## src/rtl/debug_pkg.sv

```systemverilog
// Shared definitions for the debugger capture path: FSM encoding, default
// buffer depth and the byte-stream widths used by the Ethernet frame builder.
package debug_pkg;

    typedef enum logic [1:0] {
        IDLE  = 2'd0,
        ARMED = 2'd1,
        POST  = 2'd2,
        DUMP  = 2'd3
    } state_e;

    localparam int DEPTH_DEFAULT = 16;
    localparam int TX_DATA_W     = 8;
    localparam int TX_LAST_W     = 1;

endpackage

```

## src/rtl/debug_capture_ctrl_ram.sv

```systemverilog
// Sample buffer: simple dual-port RAM with one write port and one registered
// read port. Only the read register is reset; the array is not.
module capture_ram #(
    parameter int DEPTH = 16,
    parameter int AW    = $clog2(DEPTH),
    parameter int W     = 8
) (
    input  logic          clk,
    input  logic          rst_n,
    input  logic          we,
    input  logic [AW-1:0] waddr,
    input  logic [W-1:0]  wdata,
    input  logic          re,
    input  logic [AW-1:0] raddr,
    output logic [W-1:0]  rdata
);

    logic [W-1:0] mem [DEPTH];
    logic [W-1:0] rdata_q;
    logic [W-1:0] rdata_d;

    always_ff @(posedge clk) begin
        if (we) begin
            mem[waddr] <= wdata;
        end
    end

    // Read data holds when no read is issued, which keeps the stream stable under stall.
    always_comb begin
        rdata_d = rdata_q;
        if (re) begin
            rdata_d = mem[raddr];
        end
    end

    always_ff @(posedge clk or negedge rst_n) begin
        if (!rst_n) begin
            rdata_q <= '0;
        end else begin
            rdata_q <= rdata_d;
        end
    end

    assign rdata = rdata_q;

endmodule

```

## src/rtl/debug_capture_ctrl.sv

```systemverilog
// Debugger capture controller: circular pre-trigger history, programmable
// post-trigger length, then an oldest-first valid/ready dump of the buffer.
module debug_capture_ctrl
    import debug_pkg::*;
#(
    parameter int DEPTH = DEPTH_DEFAULT,
    parameter int AW    = $clog2(DEPTH)
) (
    input  logic                 clk,
    input  logic                 reset,
    input  logic                 arm,
    input  logic                 abort,
    input  logic [AW-1:0]        post_len,
    input  logic                 trig,
    input  logic [7:0]           trig_data,
    output logic [TX_DATA_W-1:0] tx_data,
    output logic                 tx_valid,
    input  logic                 tx_ready,
    output logic                 tx_last,
    output logic [1:0]           state,
    output logic                 done
);

    localparam logic [AW:0] FILL_MAX = (AW+1)'(DEPTH);
    localparam logic [AW:0] ONE_LEFT = (AW+1)'(1);

    state_e        state_q, state_d;
    logic [AW-1:0] wr_ptr_q, wr_ptr_d;
    logic [AW-1:0] rd_ptr_q, rd_ptr_d;
    logic [AW:0]   fill_q, fill_d;
    logic [AW:0]   rd_left_q, rd_left_d;
    logic [AW-1:0] post_cnt_q, post_cnt_d;
    logic [AW-1:0] post_len_q, post_len_d;
    logic          tx_valid_q, tx_valid_d;
    logic          tx_last_q, tx_last_d;
    logic          done_q, done_d;

    logic          we;
    logic          re;
    logic          go_dump;
    logic          accept;

    assign accept = tx_valid_q & tx_ready;

    always_comb begin
        state_d    = state_q;
        wr_ptr_d   = wr_ptr_q;
        rd_ptr_d   = rd_ptr_q;
        fill_d     = fill_q;
        rd_left_d  = rd_left_q;
        post_cnt_d = post_cnt_q;
        post_len_d = post_len_q;
        tx_valid_d = tx_valid_q;
        tx_last_d  = tx_last_q;
        done_d     = 1'b0;
        we         = 1'b0;
        re         = 1'b0;
        go_dump    = 1'b0;

        case (state_q)
            IDLE: begin
                if (arm) begin
                    post_len_d = post_len;
                    wr_ptr_d   = '0;
                    fill_d     = '0;
                    state_d    = ARMED;
                end
            end
            ARMED, POST: begin
                we       = 1'b1;
                wr_ptr_d = wr_ptr_q + 1'b1;
                fill_d   = (fill_q == FILL_MAX) ? fill_q : fill_q + 1'b1;
                if (state_q == ARMED) begin
                    if (trig) begin
                        post_cnt_d = post_len_q;
                        if (post_len_q == '0) begin
                            go_dump = 1'b1;
                        end else begin
                            state_d = POST;
                        end
                    end
                end else begin
                    post_cnt_d = post_cnt_q - 1'b1;
                    if (post_cnt_q <= AW'(1)) begin
                        go_dump = 1'b1;
                    end
                end
            end
            DUMP: begin
                if (accept && tx_last_q) begin
                    state_d    = IDLE;
                    tx_valid_d = 1'b0;
                    tx_last_d  = 1'b0;
                    done_d     = 1'b1;
                end else if (!tx_valid_q || tx_ready) begin
                    // Next read is issued only when the output slot frees, so the RAM
                    // read register doubles as the held output byte.
                    if (rd_left_q != '0) begin
                        re         = 1'b1;
                        rd_ptr_d   = rd_ptr_q + 1'b1;
                        rd_left_d  = rd_left_q - 1'b1;
                        tx_valid_d = 1'b1;
                        tx_last_d  = (rd_left_q == ONE_LEFT);
                    end else begin
                        tx_valid_d = 1'b0;
                        tx_last_d  = 1'b0;
                    end
                end
            end
            default: state_d = IDLE;
        endcase

        if (go_dump) begin
            state_d   = DUMP;
            rd_ptr_d  = wr_ptr_d - fill_d[AW-1:0];
            rd_left_d = fill_d;
        end

        if (abort) begin
            state_d    = IDLE;
            tx_valid_d = 1'b0;
            tx_last_d  = 1'b0;
            done_d     = 1'b0;
            we         = 1'b0;
            re         = 1'b0;
        end
    end

    always_ff @(posedge clk or negedge reset) begin
        if (!reset) begin
            state_q    <= IDLE;
            wr_ptr_q   <= '0;
            rd_ptr_q   <= '0;
            fill_q     <= '0;
            rd_left_q  <= '0;
            post_cnt_q <= '0;
            post_len_q <= '0;
            tx_valid_q <= 1'b0;
            tx_last_q  <= 1'b0;
            done_q     <= 1'b0;
        end else begin
            state_q    <= state_d;
            wr_ptr_q   <= wr_ptr_d;
            rd_ptr_q   <= rd_ptr_d;
            fill_q     <= fill_d;
            rd_left_q  <= rd_left_d;
            post_cnt_q <= post_cnt_d;
            post_len_q <= post_len_d;
            tx_valid_q <= tx_valid_d;
            tx_last_q  <= tx_last_d;
            done_q     <= done_d;
        end
    end

    capture_ram #(
        .DEPTH (DEPTH),
        .AW    (AW),
        .W     (TX_DATA_W)
    ) u_ram (
        .clk   (clk),
        .rst_n (reset),
        .we    (we),
        .waddr (wr_ptr_q),
        .wdata (trig_data),
        .re    (re),
        .raddr (rd_ptr_q),
        .rdata (tx_data)
    );

    assign tx_valid = tx_valid_q;
    assign tx_last  = tx_last_q;
    assign state    = state_q;
    assign done     = done_q;

endmodule

```

## config.mk

```make
export PLATFORM = sky130hd
export DESIGN_NAME = debug_capture_ctrl
export DESIGN_NICKNAME = d
export VERILOG_FILES = /design/src/rtl/debug_pkg.sv /design/src/rtl/debug_capture_ctrl_ram.sv /design/src/rtl/debug_capture_ctrl.sv
export SDC_FILE = /design/constraint.sdc
export NUM_CORES = 1
export LEC_CHECK = 0
export ABC_AREA = 1
export ABC_CLOCK_PERIOD_IN_PS = 4200
export BUFFER_PORTS_ARGS = -buffer_cell sky130_fd_sc_hd__buf_2
export CORE_MARGIN = 2
export CORE_UTILIZATION = 55
export DETAILED_ROUTE_END_ITERATION = 12
export MAX_ROUTING_LAYER = met4
export PLACE_DENSITY = 0.78
export SYNTH_ARGS = -nofsm -noshare
export SYNTH_HDL_FRONTEND = slang
export SYNTH_SLANG_ARGS = --single-unit
```

## constraint.sdc

```tcl
create_clock -name clk -period 4.2 [get_ports clk]
set_clock_uncertainty 0.2 [all_clocks]
set_input_delay 0.42 -clock clk [delete_from_list [all_inputs] [get_ports clk]]
set_output_delay 0.42 -clock clk [all_outputs]
set_load 0.05 [all_outputs]
```

Yosys cells after proc, flatten, opt, wreduce, memory -nomap -nowiden --
Memories as Yosys holds them, arrays and structs flattened. A register that Yosys moved wholly into a read port is not among the register bits. Index checks and enable logic that the tools add are counted.
Word-level totals: register bits 31, bits in writable memories 128, bits of input ports 18, output and inout bits 13, memories kept 1
Memories:
- u_ram.mem | words 16, bits a word 8, rd ports 1, clocked after memory_dff 1, wr ports 1, line debug_capture_ctrl_ram.sv:18 | logic [W-1:0] mem [DEPTH];
Operators by class: $add $sub $neg 6, $lt $le $gt $ge 1, equal/unequal tests 12, multiplexer cells 51, bitwise operators 1, reductions and logical operators 18
Operators by type and width (number):
- 5-bit 2-to-1 mux | 7
- 4-bit 2-to-1 mux | 8
- 1-bit 2-to-1 mux | 26
- 4-bit inequality test, second input constant | 5
- 2-bit 2-to-1 mux | 7
- 5-bit case mux with 2 select lines | 1
- 4-bit by 1-bit adder with 4-bit output, second input constant | 2
- 4-bit case mux with 2 select lines | 1
- 2-bit nonzero test | 4
- 2-bit case mux with 3 select lines | 1
- 2-bit AND reduction | 3
- 5-bit by 1-bit adder with 5-bit output, second input constant | 1
- 5-bit by 1-bit == test with 1-bit output, second input constant | 1
- 5-bit == test, second input constant | 1
- 5-bit AND reduction | 1
- 5-bit nonzero test | 1
- 5-bit by 1-bit subtractor with 5-bit output, second input constant | 1
- 2-bit == test, second input constant | 2
- 4-bit by 1-bit <= comparator with 1-bit output, second input constant | 1
- 4-bit logical NOT | 1
- 2-bit inequality test, second input constant | 2
- 4-bit AND reduction | 1
- 4-bit by 1-bit subtractor with 4-bit output, second input constant | 1
- 4-bit subtractor | 1
- 8 further kinds | 9

Depth between registers and ports, before layout --
depth in word-level cells 7, gate-level depth with buffers 16, gate-level depth less buffers 16

Modules after synthesis --
From an unflattened synthesis, not the netlist that was laid out.
Second synthesis, totals: cells, all modules 716, area, all modules 7567.3 um^2
By module, submodules not included:
- capture_ram | times used 1, cells an instance 481, area an instance 5602.9 um^2, seq. area each 4043.9 um^2
- debug_capture_ctrl | times used 1, cells an instance 235, area an instance 1964.4 um^2, seq. area each 775.7 um^2

Worst setup path before layout --
OpenSTA, ideal clock, no wires.
kind reg2reg, from reg state_q[0], in the netlist state[0], to reg rd_ptr_q[1], setup time 90 ps, arrival 2530 ps, data required time 3910 ps, slack 1380 ps, stages on the path, launching flop included 10, buffers on the path 0, cell sequence dfrtp_1 inv_1 ha_1 inv_2 nor2_2 a21oi_1 a21oi_1 ha_1 fa_1 o221ai_1
Between the ends: longest elaborated chain between the ends 5, elaborated cells between the ends (all ways) 16
RTL lines:
- from (decl) | line debug_capture_ctrl.sv:27 | state_e state_q, state_d;
- from (signal assigned) | line debug_capture_ctrl.sv:142 | state_q <= state_d;
- 2-bit by 1-bit == test with 1-bit output or 2-bit == test (tied branches) | line debug_capture_ctrl.sv:60 | case (state_q)
- 2-bit OR reduction | line debug_capture_ctrl.sv:60
- 5-bit case mux with 2 select lines * | line debug_capture_ctrl.sv:60
- via fill_d[0] | line debug_capture_ctrl.sv:30 | logic [AW:0] fill_q, fill_d;
- 4-bit subtractor * | line debug_capture_ctrl.sv:115 | rd_ptr_d = wr_ptr_d - fill_d[AW-1:0];
- 4-bit 2-to-1 mux * | line debug_capture_ctrl.sv:113 | if (go_dump) begin
- to (signal assigned) | line debug_capture_ctrl.sv:144 | rd_ptr_q <= rd_ptr_d;
- to (decl) | line debug_capture_ctrl.sv:29 | logic [AW-1:0] rd_ptr_q, rd_ptr_d;
The timed path passes the listed nets; every way through them passes the cells marked *. A chain may end at the register's enable or synchronous reset.

Final worst setup path --
from reg state_q[0], in the netlist state[0], to reg rd_ptr_q[3]
Same word-level chain as after synthesis.

==> results.cfg <==
[finish]
syn_to_final_growth_pct = 11.3
layout-drive-gt1-share_pct = 12.4
fillers = 976
finalInstanceArea_um2 = 8180
final_cells = 853
num-nets-final = 706
antenna_cells = 0

[critical_path]
end_kind = register
crit_chain = inv_1 -> ha_1 -> inv_2 -> nor2_2 -> a21oi_1 -> a21oi_1 -> ha_1 -> inv_1 -> a31oi_1 -> nand3_1 -> nand2_1 -> nand2_1 -> a21oi_2
cp_max_fo = 6
cp_slowest_stage_delay_ns = 0.41
critPathArrivalTime_ns = 2.95
cp_num_buf_inv = 3
critPathLaunchType = register
cpMaxStageDelayCell = dfrtp_1
cp.required_ns = 4.35
ff2ff_setup_slack_ns = 1.41
path_delay_family = compound AO/OA/AOI/OAI gates
critical_path_class = reg2reg

[outcome]
status = complete, no violations

[yosys]
syn_area_per_cell_um2 = 11.5
synthArstFlopShare_pct = 23.4
ys.flop_type = edfxtp_1
ys_seq_elements = 167
syn_nets = 681
seq_area_frac_synth_pct = 65.6
synth_top_cell_area_share_pct = 52.3
postSynthCellCount = 641
synth_most_common_cell = edfxtp_1
synth_area_leaders = edfxtp_1 (52%), dfrtp_1 (13%), nor2_1 (6.4%)
synthTopCellsByCount = edfxtp_1 (128), nor2_1 (126), o21ai_0 (68)
yosysWarnings = 0
synth_edf_count = 128
synth_area_um2 = 7350
synth_cell_types = 38
synth_area_leader_cell = edfxtp_1

[pwr]
power.internal_mw = 3.53
leakage_nw = 3.03
ir_drop_uv = 331
p_switching_mw = 2.30
power_frac_comb_pct = 36.3
clkPwrFrac_pct = 25.9
seqPwrFrac_pct = 37.8
swShare_pct = 39.5
powerDensity_nw_per_um2 = 713

[global_route]
grt_pass1_wl_um = 26500
first_global_vias = 5102
grt_max_degree = 68
overflow = 0
track_usage_pct = 25.3
antenna_found_initial = 0

[sta]
finalMaxSlewViolations = 0
finalCritPeriodShare_pct = 66.5
fmax_mhz = 358
timing_hold_violations_final = 0
grt_setup_unrepaired = false
setup_ws_ns = 1.41
min_period_ns = 2.79
fin_setup_tns_ns = 0
tightest_slew_ns = 0.867
setup_viol = 0
slew_headroom_pct = 42.2

[clocking]
clockBufferDepth = 2
clkTransAtPathRegs_ns = 0.06
clock-sinks = 167
cts_made_buffers = 17
insertion_delay_ns = 0.43
cts_root_buf = clkbuf_16
cts_setup_buffers = 0
tritoncts = built
h-tree-depth = 4

[hold_path]
min_path_type = in2reg

[floorplanning]
io_pins = 31
start_util_pct = 56.0
row_count = 42
fp.dieW_um = 120
fp.dieH_um = 120
die-area_um2 = 14300
coreArea_um2 = 13100

[drt]
ant_nets = 0
wl_per_cell_um = 19.4
dr.pass1.iters = 5
routed-via-count = 5108
drt_iter0_markers = 652
drt_wl_total_um = 16500
drcViolationCount = 0
via_per_inst = 5.99

[job]
drv_cap = 0

[placement]
dp_cells = 822
gp_routability_congestion = 0.899
io_buffers = 30
dpl_cell_area_um2 = 7600
place_ws_ns = 1.45
dp_hpwl_um = 10700
[layer usage]
metal  global-route usage [%]  vias to the layer above  part of all wire (%)
li1                         -                     2332                     -
met1                     31.9                     2511                    41
met2                     40.0                      229                    50
met3                     5.51                       36                   6.7
met4                     10.9                        0                   2.6
met5                        -                        -                     0
[sequential cells by signal (all words and copies together), names as in the netlist, 2 cells and up]
signal,flops
rd_ptr_q,4
post_cnt_q,4
u_ram.mem,128
post_len_q,4
state,2
u_ram.rdata,8
fill_q,5
wr_ptr_q,4
rd_left_q,5
[area by class of cell]
class,count,area (µm²),area share (%)
flip-flops and latches,167,4820,59.0
repair buffers,34,183,2.23
clock buffers,17,425,5.20
well taps,176,220,2.69
multi-input cells,405,2230,27.2
clock inverters,13,146,1.79
inverters,41,154,1.88
[cell families after synthesis]
group,share of synthesized area (%)
compound gates,12.6
xor+xnor,0.834
fa+ha+maj,3.85
buf+inv,4.12
flops,65.6
mux,0.613
simple gates,12.4
[worst paths after layout]
kind / from / to / depth (start not counted)
max in group asynchronous: reset / rd_ptr_q[0] / 2
min in group asynchronous: reset / post_cnt_q[3] / 2
setup reg to reg: state[0] / rd_ptr_q[3] / 13
hold / removal: post_len[2] / post_len_q[2] / 2
hold reg to reg: post_len_q[0] / post_len_q[0] / 1
setup / recovery: state[0] / rd_ptr_q[3] / 13
[per-stage QoR]
stage               hold WS (ns)  util [%]  total power, mW
detailed placement         0.330      57.8             4.30
floorplan                -0.0756         -             3.76
global placement           0.321      57.8             4.24
CTS                       0.0225      62.2             5.82
global route              0.0243      62.2             6.16
finish                    0.0304      62.2             5.83
[power by group through the flow]
stage	Sequential, mW	Combinational [mW]	Clock (mW)
after floorplan	2.31	1.45	0
after global placement	2.21	2.02	0
after detailed placement	2.23	2.07	0
after CTS	2.19	2.10	1.53
after global routing	2.23	2.35	1.58
final	2.20	2.12	1.51
[layout by cell type (no fill, tap or decap), types with 5 or more instances in the layout]
master | netlist | final
o21ai_1 | 23 | 23
dfrtp_1 | 39 | 38
o221ai_1 | 6 | 6
buf_2 | 13 | 30
a31oi_1 | 9 | 9
ha_1 | 21 | 21
nand2_1 | 50 | 50
nand3_1 | 23 | 23
nor2_1 | 126 | 126
edfxtp_1 | 128 | 128
o21ai_0 | 68 | 68
xor2_1 | 5 | 5
clkbuf_16 | 0 | 17
inv_1 | 36 | 35
o22ai_1 | 9 | 9
o211ai_1 | 33 | 33
[repair_timing]
action / in CTS / in global routing
setup endpoints to repair: 0 / 0
hold endpoints to repair: 39 / 0
resized for setup: 0 / 0
hold buffers: 1 / 0
Power figures use the tool's default switching activity.
